### src/rtl/oka_subproduct_seq_15bit.sv
// Bit-serial generator of the four even/odd half products for one OKA tier.
// Operands are split by coefficient parity and multiplied carry-lessly over n/2 cycles.
module oka_subproduct_seq_15bit #(
    parameter int n = 16
) (
    input  logic         clk,
    input  logic         rst,
    input  logic         in_valid,
    output logic         in_ready,
    input  logic [n-1:0] a_in,
    input  logic [n-1:0] b_in,
    output logic         out_valid,
    input  logic         out_ready,
    output logic [n-2:0] prod_ee,
    output logic [n-2:0] prod_eo,
    output logic [n-2:0] prod_oe,
    output logic [n-2:0] prod_oo
);

    localparam int H  = n / 2;
    localparam int PW = n - 1;
    localparam int CW = (H > 1) ? $clog2(H) : 1;
    localparam logic [CW-1:0] LAST_ITER = CW'(H - 1);

    typedef enum logic [1:0] {
        S_IDLE,
        S_RUN,
        S_DONE
    } state_t;

    state_t r_state;
    state_t w_nextState;

    logic [PW-1:0] r_mcandE;
    logic [PW-1:0] r_mcandO;
    logic [H-1:0]  r_mulE;
    logic [H-1:0]  r_mulO;
    logic [PW-1:0] r_accEE;
    logic [PW-1:0] r_accEO;
    logic [PW-1:0] r_accOE;
    logic [PW-1:0] r_accOO;
    logic [CW-1:0] r_cnt;
    logic          r_inReady;
    logic          r_outValid;

    logic [PW-1:0] w_aEven;
    logic [PW-1:0] w_aOdd;
    logic [H-1:0]  w_bEven;
    logic [H-1:0]  w_bOdd;
    logic          w_accept;

    // Even/odd coefficient split; multiplicands are zero-extended to product width.
    always_comb begin
        w_aEven = '0;
        w_aOdd  = '0;
        w_bEven = '0;
        w_bOdd  = '0;
        for (int i = 0; i < H; i++) begin
            w_aEven[i] = a_in[2*i];
            w_aOdd[i]  = a_in[2*i+1];
            w_bEven[i] = b_in[2*i];
            w_bOdd[i]  = b_in[2*i+1];
        end
    end

    assign w_accept = in_valid && (r_state == S_IDLE);

    always_comb begin
        w_nextState = r_state;
        case (r_state)
            S_IDLE:  if (w_accept) w_nextState = S_RUN;
            S_RUN:   if (r_cnt == LAST_ITER) w_nextState = S_DONE;
            S_DONE:  if (out_ready) w_nextState = S_IDLE;
            default: w_nextState = S_IDLE;
        endcase
    end

    // Handshake flags are registered from the next state so no input reaches an output combinationally.
    always_ff @(posedge clk) begin
        if (rst) begin
            r_state    <= S_IDLE;
            r_inReady  <= 1'b1;
            r_outValid <= 1'b0;
        end else begin
            r_state    <= w_nextState;
            r_inReady  <= (w_nextState == S_IDLE);
            r_outValid <= (w_nextState == S_DONE);
        end
    end

    always_ff @(posedge clk) begin
        if (rst) begin
            r_mcandE <= '0;
            r_mcandO <= '0;
            r_mulE   <= '0;
            r_mulO   <= '0;
            r_accEE  <= '0;
            r_accEO  <= '0;
            r_accOE  <= '0;
            r_accOO  <= '0;
            r_cnt    <= '0;
        end else begin
            case (r_state)
                S_IDLE: begin
                    if (w_accept) begin
                        r_mcandE <= w_aEven;
                        r_mcandO <= w_aOdd;
                        r_mulE   <= w_bEven;
                        r_mulO   <= w_bOdd;
                        r_accEE  <= '0;
                        r_accEO  <= '0;
                        r_accOE  <= '0;
                        r_accOO  <= '0;
                        r_cnt    <= '0;
                    end
                end
                S_RUN: begin
                    r_accEE  <= r_accEE ^ (r_mulE[0] ? r_mcandE : '0);
                    r_accEO  <= r_accEO ^ (r_mulO[0] ? r_mcandE : '0);
                    r_accOE  <= r_accOE ^ (r_mulE[0] ? r_mcandO : '0);
                    r_accOO  <= r_accOO ^ (r_mulO[0] ? r_mcandO : '0);
                    r_mcandE <= r_mcandE << 1;
                    r_mcandO <= r_mcandO << 1;
                    r_mulE   <= r_mulE >> 1;
                    r_mulO   <= r_mulO >> 1;
                    r_cnt    <= r_cnt + 1'b1;
                end
                default: begin
                end
            endcase
        end
    end

    assign in_ready  = r_inReady;
    assign out_valid = r_outValid;
    assign prod_ee   = r_accEE;
    assign prod_eo   = r_accEO;
    assign prod_oe   = r_accOE;
    assign prod_oo   = r_accOO;

endmodule
### config.mk
export PLATFORM = sky130hd
export DESIGN_NAME = oka_subproduct_seq_15bit
export DESIGN_NICKNAME = d
export VERILOG_FILES = /design/src/rtl/oka_subproduct_seq_15bit.sv
export SDC_FILE = /design/constraint.sdc
export NUM_CORES = 1
export LEC_CHECK = 0
export BUFFER_PORTS_ARGS = -buffer_cell sky130_fd_sc_hd__buf_2
export CAP_MARGIN = 20
export CORE_AREA = 2 2 103 105
export CTS_CLUSTER_SIZE = 20
export DETAILED_ROUTE_END_ITERATION = 10
export DIE_AREA = 0 0 105 107
export PLACE_DENSITY_LB_ADDON = 0.1
export SYNTH_ARGS = -nofsm -noshare
export SYNTH_HDL_FRONTEND = slang
export SYNTH_SLANG_ARGS = --single-unit
export TNS_END_PERCENT = 50
### constraint.sdc
create_clock -name clk -period 1.5 [get_ports clk]
set_input_delay 0.3 -clock clk [delete_from_list [all_inputs] [get_ports clk]]
set_output_delay 0.3 -clock clk [all_outputs]
set_load 0.02 [all_outputs]
-- Yosys cells after proc, flatten, opt, wreduce, memory -nomap -nowiden
Cells that the tools add are included.
Widths: inputs -> output; s select.
- logic and storage cells: 50
- register bits after elaboration: 113
- bitwise gates (word level): 4
- eq/ne operators: 5
- muxes and demuxes: 23
- reduce and logical (&&, ||, !) cells: 5
- add/subtract/negate cells: 1
- operators with widths (operator ; count):
    $pmux 15 s2 ; 6
    $mux 15 ; 7
    $xor 15x15->15 ; 4
    $pmux 8 s2 ; 2
    $mux 8 ; 2
    $mux 2 ; 3
    $pmux 2 s3 ; 1
    $pmux 3 s2 ; 1
    $eq 2x2->1 const B ; 2
    $logic_not 2->1 ; 2
    $add 3x1->3 const B ; 1
    $eq 3x3->1 const B ; 1
    $mux 3 ; 1
    $eq 2x1->1 const B ; 1
    $ne 2x2->1 const B ; 1
    $reduce_and 2->1 ; 1
    $reduce_bool 2->1 ; 1
    $logic_and 1x1->1 ; 1

-- Longest topological paths before layout
Gate-level depths: netlist (run 1).
- depth in word-level cells: 5
- gate-level depth with buffers: 6
- gate-level depth less buffers: 5

-- Worst setup path after synthesis (run 1)
No wires, ideal clock.
- kind: register -> register
- start: reg r_state[0]
- end: reg r_mulE[0]
- cell stages (with the launch flop): 5
- required time: 1366 ps
- buffers on the path: 1
- period minus slack after synthesis: 1268 ps
- data arrival time: 1134 ps
- setup slack: 232 ps
- library setup time: 134 ps
- path through: dfxtp_1 > clkbuf_2 > or3b_2 > a21oi_1 > nor3_1
- word-level cells in the longest chain between the ends: 4
- RTL lines (what ; line ; RTL):
    start, declared ; 31 ; state_t r_state;
    start signal, assigned ; 85 ; r_state <= w_nextState;
    $logic_not 2->1 ; 66, 103 ;
    $logic_and 1x1->1 ; 66 ; assign w_accept = in_valid && (r_state == S_IDLE);
    $ne 2x2->1 (no source line) ; n/a ;
    $reduce_and 2->1 (no source line) ; n/a ;
    end signal, assigned ; 108 ; r_mulE <= w_bEven;
    end signal, assigned ; 124 ; r_mulE <= r_mulE >> 1;
    end, declared ; 36 ; logic [H-1:0] r_mulE;
Parallel ways exist; a longest one is shown, timed or not.
A chain may end at the register's enable or synchronous reset.

-- Worst setup path in the final report (run 1)
- start: reg r_accEO[9] (netlist: prod_eo[9])
- end: out prod_eo[9]
- RTL lines (what ; line ; RTL):
    start, declared ; 39 ; logic [PW-1:0] r_accEO;
    start signal, assigned ; 119 ; r_accEO <= r_accEO ^ (r_mulO[0] ? r_mcandE : '0);
    end, declared ; 15 ; output logic [n-2:0] prod_eo,
No word-level cell between the ends.

==> impl_metrics.tcl, run 1 <==
set metrics [dict create \
    r2r_slack_ps 100 \
    grt_usage_pct 24.57 \
    drt-met1-wl_mm 6.276 \
    synth-simple-area-share_pct 34.55 \
    seq_area_sq_um 2267 \
    synth_fa_ha_area_share_pct 0.4469 \
    synthArstFlopShare_pct 0 \
    globalplace.congestion 0.7731 \
    cap_violations 0 \
    area_growth_pct 21.30 \
    power_leakage_uw 0.002834 \
    grt_max_degree 42 \
    initialDrtViolationCount 234 \
    holdPathStages 3 \
    fin_hold_ws_ps 49.06 \
    clock_skew_ps 11.02 \
    fin_crit_sh_pct 93.85 \
    synthXorXnorAreaFrac_pct 0 \
    synthTopCellsByCount "dfxtp_1, nand2_1, nor3_1, nand4b_1, nor2_1" \
    die_area_sq_um 11240 \
    grt_pass1_vias 4496 \
    synth.most_common_cell "dfxtp_1" \
    start_util_pct 55.48 \
    route.met2.wl_mm 6.203 \
    critPathBufInv 1 \
    rsz0062_at_grt "false" \
    yosysUniqueCellTypes 34 \
    crit_arrival_ps 1110 \
    cts-buffers-inserted 17 \
    period_minus_slack_ps 1408 \
    fill_cells 880 \
    cp_top_family "flip-flops" \
    clock_latency_ps 520 \
    die_h_um 107 \
    cts.path.max_buffers 2 \
    drive_gt1_share_pct 33.61 \
    finalHoldViolCount 0 \
    gr-total-overflow 0 \
    core_sq_um 10090 \
    avgSynthCellArea_sq_um 9.164 \
    r2r_end "r_mulO[2]" \
    synth_edf_count 0 \
    synth_top_cell_by_area "dfxtp_1" \
    grt_pass1_wl_mm 22.16 \
    port_buffers 97 \
    yosysWarningCount 0 \
    vias 4777 \
    cp.required_ps 1200 \
    top_layer "met4" \
    yosysSeqAreaShare_pct 40.40 \
    ant_nets 0 \
    synth_compound_gate_area_share_pct 17.50 \
    worst_setup_path_end_kind "primary output" \
    status "completed" \
    route.detailed.drc 0 \
    htreeDepth 4 \
    slowest_delay_ps 400 \
    clockRootBuffer "clkbuf_8" \
    antenna_found_initial 0 \
    wl_mm 13.28 \
    worstPathCellList "buf_2" \
    path_class "register to primary output" \
    cts.clk_slew.worst_paths_ps 60 \
    synth_top_family_by_area "simple AND/OR/NAND/NOR gates" \
    avgViaCountPerCell 5.620 \
    synth_area_leaders "dfxtp_1, o21bai_2, nand4b_1" \
    wire_per_inst_um 15.63 \
    total_power_uw 7682 \
    reg2reg_from "r_state[0]" \
    yosysTopAreaCellShare_pct 40.40 \
    slew_headroom_pct 80.22 \
    slowest_stage "dfxtp_1" \
    setup_violations 0 \
    worstSetupStartpoint "prod_eo[9]" \
    syn_area_sq_um 5599 \
    cts_hold_buf 0 \
    multiInputGateArea_sq_um 2955 \
    max_freq_ghz 0.7104 \
    io_pins 98 \
    synthMuxAreaShare_pct 0.1788 \
    pwr_density_cell_nw_per_um2 1131 \
    synth_ff_type "dfxtp_1" \
    dp_hpwl_mm 8.883 \
    worstHoldEndpoint "r_mulO[7]" \
    antenna_cells 0 \
    cts_tree "done" \
    ir_drop_mv 0.6331 \
    start_kind "register" \
    hp-start "b_in[15]" \
    ys_ff_latch 113 \
    rows 37 \
    first_pass_iters 5 \
    clock-sinks 113 \
    path_max_fanout 3 \
    maxSlewViolCount 0 \
    syn-num-nets 649 \
    netlist_instances 611 \
    fp.dieW_um 105 \
    r2r_cells 4 \
    nets 740 \
    hp-class "primary input to register" \
    worst_slew_pin_slew_ps 296.7 \
    dr_wl_met3_um 629 \
]
-- sequential cells by signal (all words and copies together), names as in the netlist --
signal and cells:
out_valid 1, r_cnt 3, in_ready 1, r_mcandO 15, prod_oe 15, r_mulE 8
prod_ee 15, r_mcandE 15, prod_eo 15, r_state 2, r_mulO 8, prod_oo 15
-- placed cells by master (no fill, tap or decap), types with 16 or more instances in the layout --
master / count
buf_2: 96
nor2_1: 50
nor3_2: 20
or3b_1: 20
o21bai_2: 47
clkbuf_16: 16
dfxtp_1: 111
a21oi_1: 30
nor3_1: 63
a22oi_1: 20
nand2_1: 65
nand2b_1: 31
buf_4: 22
nand4b_1: 55
-- through the flow --
| step | std cells | instance area, sq um | setup WS, ps | TNS [ps] | utilization [%] |
|---|---|---|---|---|---|
| 6_report | 850 | 6792 | 92.28 | 0 | 67.29 |
| 5_1_grt | 850 | 6792 | 37.09 | 0 | 67.29 |
| 4_1_cts | 848 | 6765 | 25.84 | 0 | 67.03 |
| 2_1_floorplan | 611 | 5599 | 231.7 | 0 | - |
| 3_3_place_gp | 817 | 6226 | 9.514 | 0 | 61.69 |
| 3_5_place_dp | 817 | 6226 | -17.96 | -235.3 | 61.69 |
-- power by group --
group	leakage, uW	total, uW	switching, uW	internal (uW)
combinational	0.00164	820	475	345
clock	0.000272	3660	1320	2340
sequential	0.000920	3200	89.3	3110
total	0.00283	7680	1880	5800
-- cell families (layout without fill, tap and decap cells) --
group	count (synthesis)	count (layout)
adders and majority gates	2	2
and+or+nand+nor	319	319
muxes	1	1
buffers and inverters	58	161
AOI/OAI and AO/OA	118	118
DFF	113	113
-- layer usage --
metal,vias to the layer above,track usage [%]
met5,-,0
met4,0,8.190
met3,16,6.261
met2,123,38.17
met1,2274,33.37
li1,2364,-
-- how the worst max path moves through the flow --
stage | endpoint | cells after the start
2_1_floorplan | r_mulE[0] | 4
3_3_place_gp | prod_oo[7] | 5
3_5_place_dp | r_mcandE[2] | 5
4_1_cts | prod_eo[5] | 5
5_1_grt | prod_ee[5] | 5
6_report | prod_eo[9] | 1
-- final cells by class --
cell class,instances,area share [%]
clock inverters,6,0.8106
clock buffers,25,7.130
flip-flops and latches,113,33.38
multi-input cells,440,43.52
repair buffers,130,12.66
well taps,136,2.506
-- timing repair --
item / in CTS / in global routing
gates resized for setup: 0 / 3
endpoints found under the setup margin: 0 / 14
buffers inserted: 0 / 2
Note: power is estimated with default switching activity, not from simulation.
==> inputs of run 2 (changes only) <==
- CORE_AREA: 2 2 103 105 -> 2 2 100 102
- DIE_AREA: 0 0 105 107 -> 0 0 102 104
- clock period: 1.5 -> 1.8 ns (I/O delays scaled with it)
==> run 2 against run 1 <==
Compared with the run above:
- clock skew about the same
- clock power decreased by 5.7%
- die area decreased by 5.6%
- worst hold slack improved by 61 ps
- sequential power decreased by 17%
- sequential share of layout area increased by 0.42 points
- global-route usage increased by 0.66 points
- final cell count decreased by 2.0%
- register-to-register slack improved by 70 ps
- first-iteration DRC count decreased by 14%
- clock-buffer cell count decreased by 4
- via count increased by 0.13%
- critical path type is now register to register
- critical endpoint is now prod_oo[6]
- largest power group unchanged
==> impl_metrics.tcl, run 2 (synthesized netlist as in run 1, its figures left out) <==
set metrics [dict create \
    status "completed" \
    clockRootBuffer "clkbuf_8" \
    power_leakage_uw 0.002768 \
    clock-sinks 113 \
    worst_setup_path_end_kind "register" \
    cts-buffers-inserted 17 \
    slowest_stage "or2_4" \
    vias 4783 \
    initialDrtViolationCount 201 \
    power_frac_seq_pct 39.4 \
    fin_crit_sh_pct 90.66 \
    slowest_delay_ps 440 \
    ant_nets 0 \
    wl_mm 13.04 \
    grt_usage_pct 25.23 \
    gr-total-overflow 0 \
    period_minus_slack_ps 1632 \
    cts.clk_slew.worst_paths_ps 50 \
    first_pass_iters 4 \
    setup_violations 0 \
    worstPathCellList "nor3b_2 > or2_4 > buf_12 > o21bai_1" \
    grt.busiest_layer "met2" \
    critPathBufInv 1 \
    switching_share_pct 23.85 \
    post_cts_buffers 0 \
    use_met2_pct 40.27 \
    holdPathStages 3 \
    cts.path.max_buffers 2 \
    route.detailed.drc 0 \
    p_comb_share_pct 9.4 \
    slew_headroom_pct 47.57 \
    cts_tree "done" \
    die_area_sq_um 10610 \
    avgViaCountPerCell 5.742 \
    io_pins 98 \
    globalplace.congestion 0.7846 \
    cp_top_family "simple AND/OR/NAND/NOR gates" \
    clock_skew_ps 11.09 \
    maxSlewViolCount 0 \
    clock_latency_ps 510 \
    grt_max_degree 71 \
    place_ws_ps -29.81 \
    start_util_pct 58.63 \
    start_kind "register" \
    reg2reg_from "r_state[0]" \
    fp.dieW_um 102 \
    die_h_um 104 \
    total_power_uw 6750 \
    worst_slew_pin_slew_ps 782.9 \
    dp_hpwl_mm 8.581 \
    area_growth_pct 19.78 \
    path_max_fanout 24 \
    fill_cells 787 \
    layout_commonest_cell "dfxtp_1" \
    port_buffers 97 \
    hp-start "b_in[15]" \
    gr-usage-met1_pct 34.06 \
    drive_gt1_share_pct 32.71 \
    power_frac_clock_pct 51.2 \
    switchingPower_uw 1610 \
    crit_arrival_ps 2020 \
    pwr_density_cell_nw_per_um2 1006 \
    nets 725 \
    htreeDepth 4 \
    wire_per_inst_um 15.66 \
    grt_pass1_vias 4526 \
    cts_hold_buf 0 \
    seq_area_sq_um 2267 \
    p_int_uw 5140 \
    finalHoldViolCount 0 \
    worstSetupStartpoint "r_state[0]" \
    core_sq_um 9549 \
    final_cell_mix "dfxtp_1, buf_2, nand2_1" \
    antenna_cells 0 \
    antenna_found_initial 0 \
    fin_hold_ws_ps 109.7 \
    hp-class "primary input to register" \
    grt_pass1_wl_mm 21.65 \
    path_class "register to register" \
    r2r_cells 4 \
    cp.required_ps 2190 \
    rsz0062_at_grt "false" \
    max_freq_ghz 0.6128 \
    cap_violations 0 \
    multiInputGateArea_sq_um 2965 \
    ir_drop_mv 0.5425 \
    crit_cells 4 \
    rows 36 \
    use_met3_pct 6.250 \
    worst_slack_ps 168.1 \
]
## run 2: timing repair
action / CTS / global route
setup endpoints to repair: 1 / 20
gates cloned: 0 / 0
resized for setup: 1 / 1
## run 2: layer usage
metal,wire [um],share of wire (%)
met5,0,0
met4,90,0.69
met3,653,5.0
met2,6362,49
met1,5936,46
## run 2: worst register-to-register path: stages (launching register included)
cell	delay, ps
dfxtp_4	360
nor3b_2	360
or2_4	440
buf_12	240
o21bai_1	120
## run 2: power groups by stage
stage,clock [uW],combinational (uW),sequential (uW)
5_1_grt,3590,702,2670
4_1_cts,3480,634,2660
6_report,3450,634,2660
3_3_place_gp,0,608,2710
3_5_place_dp,0,629,2710
2_1_floorplan,0,491,2700
## run 2: worst paths after layout
check | slack [ps] | to
worst max-delay path | 170 | prod_oo[6]
worst min-delay path | 110 | r_mulO[7]
worst max register to register | 170 | prod_oo[6]
worst min register to register | 450 | prod_ee[14]
## run 2: cell type report
type	instances	share of cell area [%]
flip-flops and latches	113	33.81
clock inverters	11	2.388
clock buffers	21	6.698
multi-input cells	440	44.22
well taps	133	2.481
repair buffers	115	10.41
## run 2: per-stage QoR
step / cells / area, sq um / setup TNS (ps) / utilization, %
global placement: 801 / 6087 / 0 / 63.74
global route: 833 / 6706 / 0 / 70.23
detailed placement: 801 / 6087 / -32.90 / 63.74
finish: 833 / 6706 / 0 / 70.23
CTS: 833 / 6699 / 0 / 70.15
floorplan: 611 / 5599 / 0 / -
